<file path="src/rtl/cache_replacement_unit.sv">
// cache_replacement_unit: per-set PLRU/round-robin/LFSR victim selector (req valid/ready in, registered victim out, hit/commit updates, flush)
module cache_replacement_unit #(
  parameter int N_WAY = 4,
  parameter int N_SETS = 64,
  parameter int POLICY = 0,
  parameter logic [15:0] LFSR_SEED = 16'hACE1,
  localparam int WAY_W = $clog2(N_WAY),
  localparam int SET_W = N_SETS > 1 ? $clog2(N_SETS) : 1
) (
  input  logic             clk_i,
  input  logic             rst_i,
  input  logic             flush_i,
  input  logic             req_valid_i,
  output logic             req_ready_o,
  input  logic [SET_W-1:0] req_set_i,
  input  logic [N_WAY-1:0] valid_vec_i,
  input  logic [N_WAY-1:0] lock_vec_i,
  output logic             victim_valid_o,
  input  logic             victim_ready_i,
  output logic [N_WAY-1:0] victim_vec_o,
  output logic [WAY_W-1:0] victim_idx_o,
  output logic             victim_all_locked_o,
  input  logic             access_valid_i,
  input  logic [SET_W-1:0] access_set_i,
  input  logic [WAY_W-1:0] access_way_i
);
  function automatic logic [WAY_W-1:0] plru_pick(input logic [N_WAY-2:0] t);
    logic [WAY_W-1:0] w;
    logic b;
    int n;
    w = '0;
    n = 0;
    for (int l = 0; l < WAY_W; l++) begin
      b = 1'b0;
      for (int k = 0; k < N_WAY - 1; k++) b = (k == n) ? t[k] : b;
      w[WAY_W-1-l] = b;
      n = b ? 2 * n + 2 : 2 * n + 1;
    end
    return w;
  endfunction
  function automatic logic [N_WAY-2:0] plru_upd(input logic [N_WAY-2:0] t, input logic [WAY_W-1:0] w);
    logic [N_WAY-2:0] r;
    int n;
    r = t;
    n = 0;
    for (int l = 0; l < WAY_W; l++) begin
      for (int k = 0; k < N_WAY - 1; k++) r[k] = (k == n) ? ~w[WAY_W-1-l] : r[k];
      n = w[WAY_W-1-l] ? 2 * n + 2 : 2 * n + 1;
    end
    return r;
  endfunction
  logic [N_WAY-2:0] plru_q [N_SETS];
  logic [N_WAY-2:0] plru_d [N_SETS];
  logic [WAY_W-1:0] rr_q [N_SETS];
  logic [WAY_W-1:0] rr_d [N_SETS];
  logic [15:0]      lfsr_q, lfsr_d;
  logic             victim_valid_q, victim_valid_d;
  logic [N_WAY-1:0] victim_vec_q, victim_vec_d;
  logic [WAY_W-1:0] victim_idx_q, victim_idx_d;
  logic             victim_all_locked_q, victim_all_locked_d;
  logic [SET_W-1:0] victim_set_q, victim_set_d;
  logic             accept, commit, all_locked;
  logic [N_WAY-1:0] cand, inv;
  logic [WAY_W-1:0] pick, sel;
  assign req_ready_o = !flush_i && (!victim_valid_q || victim_ready_i);
  always_comb begin
    accept = req_valid_i && req_ready_o;
    commit = victim_valid_q && victim_ready_i && !victim_all_locked_q && !flush_i;
    cand = ~lock_vec_i;
    inv = ~valid_vec_i & cand;
    all_locked = ~|cand;
    pick = POLICY == 1 ? rr_q[req_set_i] : POLICY == 2 ? lfsr_q[WAY_W-1:0] : plru_pick(plru_q[req_set_i]);
    sel = '0;
    for (int k = N_WAY - 1; k >= 0; k--) sel = inv[k] ? WAY_W'(k) : sel;
    for (int k = N_WAY - 1; k >= 0; k--) sel = (~|inv && cand[pick + WAY_W'(k)]) ? pick + WAY_W'(k) : sel;
    plru_d = plru_q;
    rr_d = rr_q;
    if (access_valid_i) begin
      plru_d[access_set_i] = plru_upd(plru_d[access_set_i], access_way_i);
      rr_d[access_set_i] = access_way_i + 1'b1;
    end
    // commit applied last so it wins over a same-set hit
    if (commit) begin
      plru_d[victim_set_q] = plru_upd(plru_d[victim_set_q], victim_idx_q);
      rr_d[victim_set_q] = victim_idx_q + 1'b1;
    end
    if (flush_i) begin
      plru_d = '{default: '0};
      rr_d = '{default: '0};
    end
    lfsr_d = accept ? ({1'b0, lfsr_q[15:1]} ^ (lfsr_q[0] ? 16'hB400 : 16'h0000)) : lfsr_q;
    victim_valid_d = accept ? 1'b1 : (flush_i || victim_ready_i) ? 1'b0 : victim_valid_q;
    victim_vec_d = accept ? (all_locked ? '0 : N_WAY'(1) << sel) : victim_vec_q;
    victim_idx_d = accept ? (all_locked ? '0 : sel) : victim_idx_q;
    victim_all_locked_d = accept ? all_locked : victim_all_locked_q;
    victim_set_d = accept ? req_set_i : victim_set_q;
  end
  always_ff @(posedge clk_i) begin
    if (rst_i) begin
      plru_q <= '{default: '0};
      rr_q <= '{default: '0};
      lfsr_q <= LFSR_SEED;
      victim_valid_q <= 1'b0;
      victim_vec_q <= '0;
      victim_idx_q <= '0;
      victim_all_locked_q <= 1'b0;
      victim_set_q <= '0;
    end else begin
      plru_q <= plru_d;
      rr_q <= rr_d;
      lfsr_q <= lfsr_d;
      victim_valid_q <= victim_valid_d;
      victim_vec_q <= victim_vec_d;
      victim_idx_q <= victim_idx_d;
      victim_all_locked_q <= victim_all_locked_d;
      victim_set_q <= victim_set_d;
    end
  end
  assign victim_valid_o = victim_valid_q;
  assign victim_vec_o = victim_vec_q;
  assign victim_idx_o = victim_idx_q;
  assign victim_all_locked_o = victim_all_locked_q;
  assert property (@(posedge clk_i) disable iff (rst_i) req_valid_i |-> 32'(req_set_i) < N_SETS);
  assert property (@(posedge clk_i) disable iff (rst_i) access_valid_i |-> 32'(access_set_i) < N_SETS);
endmodule

</file>
<file path="config.mk">
export PLATFORM = sky130hd
export DESIGN_NAME = cache_replacement_unit
export DESIGN_NICKNAME = d
export VERILOG_FILES = /design/src/rtl/cache_replacement_unit.sv
export SDC_FILE = /design/constraint.sdc
export NUM_CORES = 1
export LEC_CHECK = 0
export CAP_MARGIN = 20
export CELL_PAD_IN_SITES_DETAIL_PLACEMENT = 0
export CELL_PAD_IN_SITES_GLOBAL_PLACEMENT = 1
export CORE_ASPECT_RATIO = 0.9
export CORE_UTILIZATION = 40
export DETAILED_ROUTE_END_ITERATION = 10
export GPL_TIMING_DRIVEN = 0
export PLACE_DENSITY = 0.75
export SLEW_MARGIN = 5
export SYNTH_ARGS = -nofsm -noshare
export SYNTH_HDL_FRONTEND = slang
export SYNTH_SLANG_ARGS = --single-unit
</file>
<file path="constraint.sdc">
create_clock -name clk_i -period 10.55 [get_ports clk_i]
set_input_delay 3.165 -clock clk_i [delete_from_list [all_inputs] [get_ports clk_i]]
set_output_delay 3.165 -clock clk_i [all_outputs]
set_load 0.005 [all_outputs]
</file>
# Yosys cells after proc, flatten, opt, wreduce, memory -nomap -nowiden
# Cells that the tools add are included.
classes:
  div: 0
  n_bitwise: 10
  eq_ne: 6
  mux: 49
  order_cmp: 9
  multipliers: 0
  n_reduce_logical: 25
  n_shift: 1
  addsub: 3
op_table:
  columns: ["cell", "n"]
  rows:
  - ["192-bit bitwise mux", 2]
  - ["192-bit 2-to-1 mux", 2]
  - ["32-bit logical NOT", 3]
  - ["3-bit binary-select mux with 6-bit select", 3]
  - ["3-bit demux with 6-bit select", 2]
  - ["2-bit 2-to-1 mux", 12]
  - ["3-bit 2-to-1 mux", 8]
  - ["7-bit >= comparator (second input constant)", 3]
  - ["6-bit inverter with 7-bit output", 3]
  - ["1-bit 2-to-1 mux", 15]
  - ["7-bit by 1-bit less-than comparator with 1-bit output (second input constant)", 2]
  - ["2-bit by 3-bit less-than comparator with 1-bit output (second input constant)", 4]
  - ["1-bit logical AND", 11]
  - ["1-bit binary-select mux with 2-bit select", 4]
  - ["4-bit inverter", 2]
  - ["4-bit OR reduction", 2]
  - ["1-bit by 2-bit == test with 1-bit output (first input constant)", 3]
  - ["2-bit == test (first input constant)", 3]
  - ["1-bit logical NOT", 5]
  - ["2-bit adder (second input constant)", 2]
  - ["4-bit bitwise AND", 1]
  - ["4-bit 2-to-1 mux", 1]
  - ["1-bit inverter", 4]
  - ["1-bit by 2-bit << shifter with 4-bit output (first input constant)", 1]
  - ["other kinds (4)", 5]
word_totals:
  ff_bits: 206
  latch_bits: 0
  mem_count: 0
  ramBits: 0
  in_bits: 28
  output_inout_bits: 9
  word_cells: 172
  romBits: 0

# Longest topological paths before layout
logic_depth:
  ltp_word: 19
  mapped_depth: 16
  depth_no_buf: 11

# Worst setup path before layout
# OpenSTA, ideal clock, no wires.
synth_timing:
  path_type: "input -> output"
  startpoint: "input victim_ready_i"
  endpoint: "output req_ready_o"
  path_slack_ns: 4.023
  required_ns: 7.385
  path_buffers: 0
  arrival_ns: 3.362
  stages: 2
  cell_sequence: "nor2b_1 -> nor2_1"
synth_between:
  elab_chain_cells: 2
synth_rtl:
  columns: ["element", "line_no", "text"]
  rows:
  - ["start: declaration", "19", "input logic victim_ready_i,"]
  - ["1-bit logical OR", "65", "assign req_ready_o = !flush_i && (!victim_valid_q || victim_ready_i);"]
  - ["1-bit logical AND", "65", null]
  - ["end: declaration", "14", "output logic req_ready_o,"]
# Every way passes these cells.

# Worst setup path after layout
layout_timing:
  startpoint: "input access_set_i[0]"
  endpoint: "register plru_q[136] (netlist name)"
layout_between:
  elab_chain_cells: 13
  elab_cells_between_ends: 18
  classes_between: "order compare: 2; mux: 14; bitwise: 1; reduce/logical: 1"
layout_rtl:
  columns: ["element", "line_no", "text"]
  rows:
  - ["start: declaration", "24", "input logic [SET_W-1:0] access_set_i,"]
  - ["6-bit inverter with 7-bit output (*)", null, null]
  - ["7-bit >= comparator (tied with other cells)", null, null]
  - ["1-bit logical AND or 3-bit 2-to-1 mux (tied branches)", null, null]
  - ["3-bit 2-to-1 mux (not written as such)", "79", "plru_d[access_set_i] = plru_upd(plru_d[access_set_i], access_way_i);"]
  - ["3-bit demux with 6-bit select or 1-bit 2-to-1 mux (tied branches)", "79, 47", null]
  - ["192-bit bitwise mux (*)", "79", null]
  - ["192-bit 2-to-1 mux (*)", "78", "if (access_valid_i) begin"]
  - ["3-bit binary-select mux with 6-bit select", "84", "plru_d[victim_set_q] = plru_upd(plru_d[victim_set_q], victim_idx_q);"]
  - ["3-bit 2-to-1 mux (not written as such) (2 in a row)", "84", null]
  - ["1-bit 2-to-1 mux", "47", "for (int k = 0; k < N_WAY - 1; k++) r[k] = (k == n) ? ~w[WAY_W-1-l] : r[k];"]
  - ["192-bit bitwise mux", "84", null]
  - ["192-bit 2-to-1 mux (*)", "83", "if (commit) begin"]
  - ["end signal: assignment", "109", "plru_q <= plru_d;"]
  - ["end: declaration", "52", "logic [N_WAY-2:0] plru_q [N_SETS];"]
# Mark *: on every way between the ends. The rest lies on a longest branch, timed or not. The select of a mux whose other input is x is not followed.
# A chain may end at the register's enable or synchronous reset.

==> results_dict.tcl <==
set metrics [dict create \
    hp-class "reg2reg" \
    dp.cells 2281 \
    placed_cell_area_um2 15300 \
    max_slew_margin 0.139 \
    critical_path_arrival_ps 9040 \
    fmax_mhz 116 \
    period_needed_ps 8620 \
    fin_cells 2325 \
    utilization 0.459 \
    max_cap_violations 0 \
    tightest_slew_ps 1290 \
    skew_ps 31.4 \
    p_leak_uw 0.00632 \
    power_switching_uw 576 \
    required_ps 10960 \
    netlist_area_um2 14200 \
    globalplace.congestion 1.03 \
    intPower_uw 1330 \
    crit_path_frequent_cell "buf_2" \
    synthFlopType "dfxtp_1" \
    end_kind "register" \
    clk_path_buf_depth 3 \
    grt_antenna_before_repair 2 \
    synth_cell_types 80 \
    rsz0062_at_grt "no" \
    synthArstFlopShare 0 \
    die_w_um 201 \
    num_antenna_cells 0 \
    std_cell_rows 65 \
    drtAntennaViolNets 0 \
    power_density_nw_per_um2 118 \
    wirelength_mm 76.8 \
    drive_above_1_share 0.102 \
    slew_violations 0 \
    postSynthCellCount 1771 \
    crit_fanout 10 \
    drtIter0Drc 2194 \
    worstPathCellList "clkdlybuf4s50_1 > buf_2 > buf_2 > nor4bb_1 > clkbuf_1 > nand2_1 > and3_1 > a31oi_1 > nand4_1 > a22oi_1 > nand3_1 > a21oi_1 > nand4_1 > nand3_2 > buf_2 > o22ai_1" \
    crit_slowest_cell "clkbuf_1" \
    cts_root_buf "clkbuf_16" \
    final-hold-violation-count 0 \
    num_io_pins 37 \
    via_per_inst 6.76 \
    share_comb_of_total_power 0.150 \
    core_area_um2 35100 \
    numCtsBuffers 24 \
    drt-wirelength-per-cell_um 33.0 \
    netlist.area_leader.share 0.290 \
    synth_edf_count 0 \
    area_growth_pct 13.1 \
    drc_errors 0 \
    finalSetupTns_ps 0 \
    ys_warn_count 0 \
    final_area_um2 16100 \
    die_h_um 181 \
    grt_pass1_vias 14700 \
    grt_first_pass_wirelength_mm 107 \
    fin_crit_sh 0.818 \
    layout.cells.most_common "nand2_1" \
    drt_pass1_iterations 6 \
    grt_overflow 0 \
    grt_max_degree 14 \
    crit_type "in2reg" \
    port_buffers 28 \
    start_util 0.406 \
    outcome "finished, final reports clean" \
    layout.nets 1866 \
    setup_violations 0 \
    crit_path_start_kind "primary input" \
    cts_sinks 206 \
    dieArea_um2 36300 \
    ctsHoldBuffers 0 \
    synth_area_per_cell_um2 8.03 \
    htree_levels 1 \
    hpwl_mm 57.5 \
    post_cts_resized 0 \
    slowest_delay_ps 800 \
    vias 15700 \
    cts_tree "yes" \
    clkPwrFrac 0.438 \
    synth_seq_cells 206 \
    final_cell_mix "nand2_1 (317), dfxtp_1 (206), mux2i_1 (191)" \
    synth.area.top_cells "dfxtp_1 (29%), mux2i_1 (13%), mux4_2 (8.4%)" \
    sequentialPowerShare 0.412 \
    grtUsageTotal 0.414 \
    ys_seq_area_frac 0.290 \
    path_clk_slew_ps 60 \
    p_sw_frac 0.303 \
    finalHoldWorstSlack_ps 465 \
    synth_nets 1799 \
    synth_top_area_cell "dfxtp_1" \
    clock_latency_ps 560 \
    ir_worst_vdd_mv 0.0864 \
    postCtsSetupBuffers 0 \
]
## final cells by class
class                   count  area [µm²]
fillers                  3546       19000
multi-input cells        1410        9480
flip-flops and latches    206        4120
clock buffers              32         702
plain buffers             145         639
well taps                 469         587
repair buffers             41         450
clock inverters            12        68.8
inverters                  10        37.5
## metrics by stage
step | setup slack (ps) | power, µW
4_1_cts | 2380 | 1900
3_3_place_gp | 1670 | 1070
6_report | 1930 | 1900
3_5_place_dp | 1790 | 1080
5_1_grt | 2100 | 1940
2_1_floorplan | 4020 | 956
## final timing paths
check                                from                           end  slack, ps  depth (start not counted)
max                       access_set_i[0]        plru_q[136]$_SDFF_PP0_       1930                         16
min reg2reg  victim_vec_o[3]$_SDFFE_PP0P_  victim_vec_o[3]$_SDFFE_PP0P_        470                          2
max reg2reg  victim_set_q[0]$_SDFFE_PP0P_        plru_q[145]$_SDFF_PP0_       5350                         13
min          victim_vec_o[3]$_SDFFE_PP0P_  victim_vec_o[3]$_SDFFE_PP0P_        470                          2
## power by group through the flow
stage          sequential (µW)  clock, µW  combinational [µW]
5_1_grt                    785        867                 293
2_1_floorplan              801          0                 155
6_report                   785        833                 286
3_3_place_gp               802          0                 269
4_1_cts                    785        836                 274
3_5_place_dp               802          0                 273
## state kept, by name, summed over array words and instances, names as in the netlist
signal and flops:
victim_valid_o 1, victim_set_q 6, victim_vec_o 4, victim_all_locked_o 1, plru_q 192, victim_idx_o 2
## critical path, delay by kind of cell
kind	cells	cell delay [ps]
AO/OA/AOI/OAI	4	790
AND/OR/NAND/NOR	7	2720
buffers and inverters	5	2320
## synthesized netlist by cell type (9+ instances only)
library cell and instances:
nand2_1 317, dfxtp_1 206, mux2i_1 191, nor2_1 167, o22ai_1 144, clkbuf_1 101
nand3_1 101, a21oi_1 84, o21ai_0 65, mux4_2 53, buf_2 33, nand4_1 26
a22oi_1 19, a32oi_1 16, and2_1 16, nor3_1 16, o211ai_1 16, a31oi_1 13
and3_1 12, a211o_1 11, a211oi_1 9, nor3b_1 9
## kinds of logic (layout without fill, tap and decap cells)
group / after synthesis / after routing / synth area share
buffers and inverters: 155 / 240 / 0.0476
AO/OA/AOI/OAI: 434 / 434 / 0.199
multiplexers: 258 / 258 / 0.236
AND/OR/NAND/NOR: 716 / 716 / 0.226
XOR/XNOR: 2 / 2 / 0.00123
flip-flops: 206 / 206 / 0.290
## routing by layer
metal	routed length, µm	vias to the layer above	share of wire	global-route usage
met5	13	-	0.00017	0
met4	5270	2	0.069	0.243
met3	9070	248	0.12	0.116
met2	31300	1074	0.41	0.602
met1	31100	7620	0.41	0.546
li1	-	6770	-	-
Note: power is estimated with default switching activity, not from simulation.
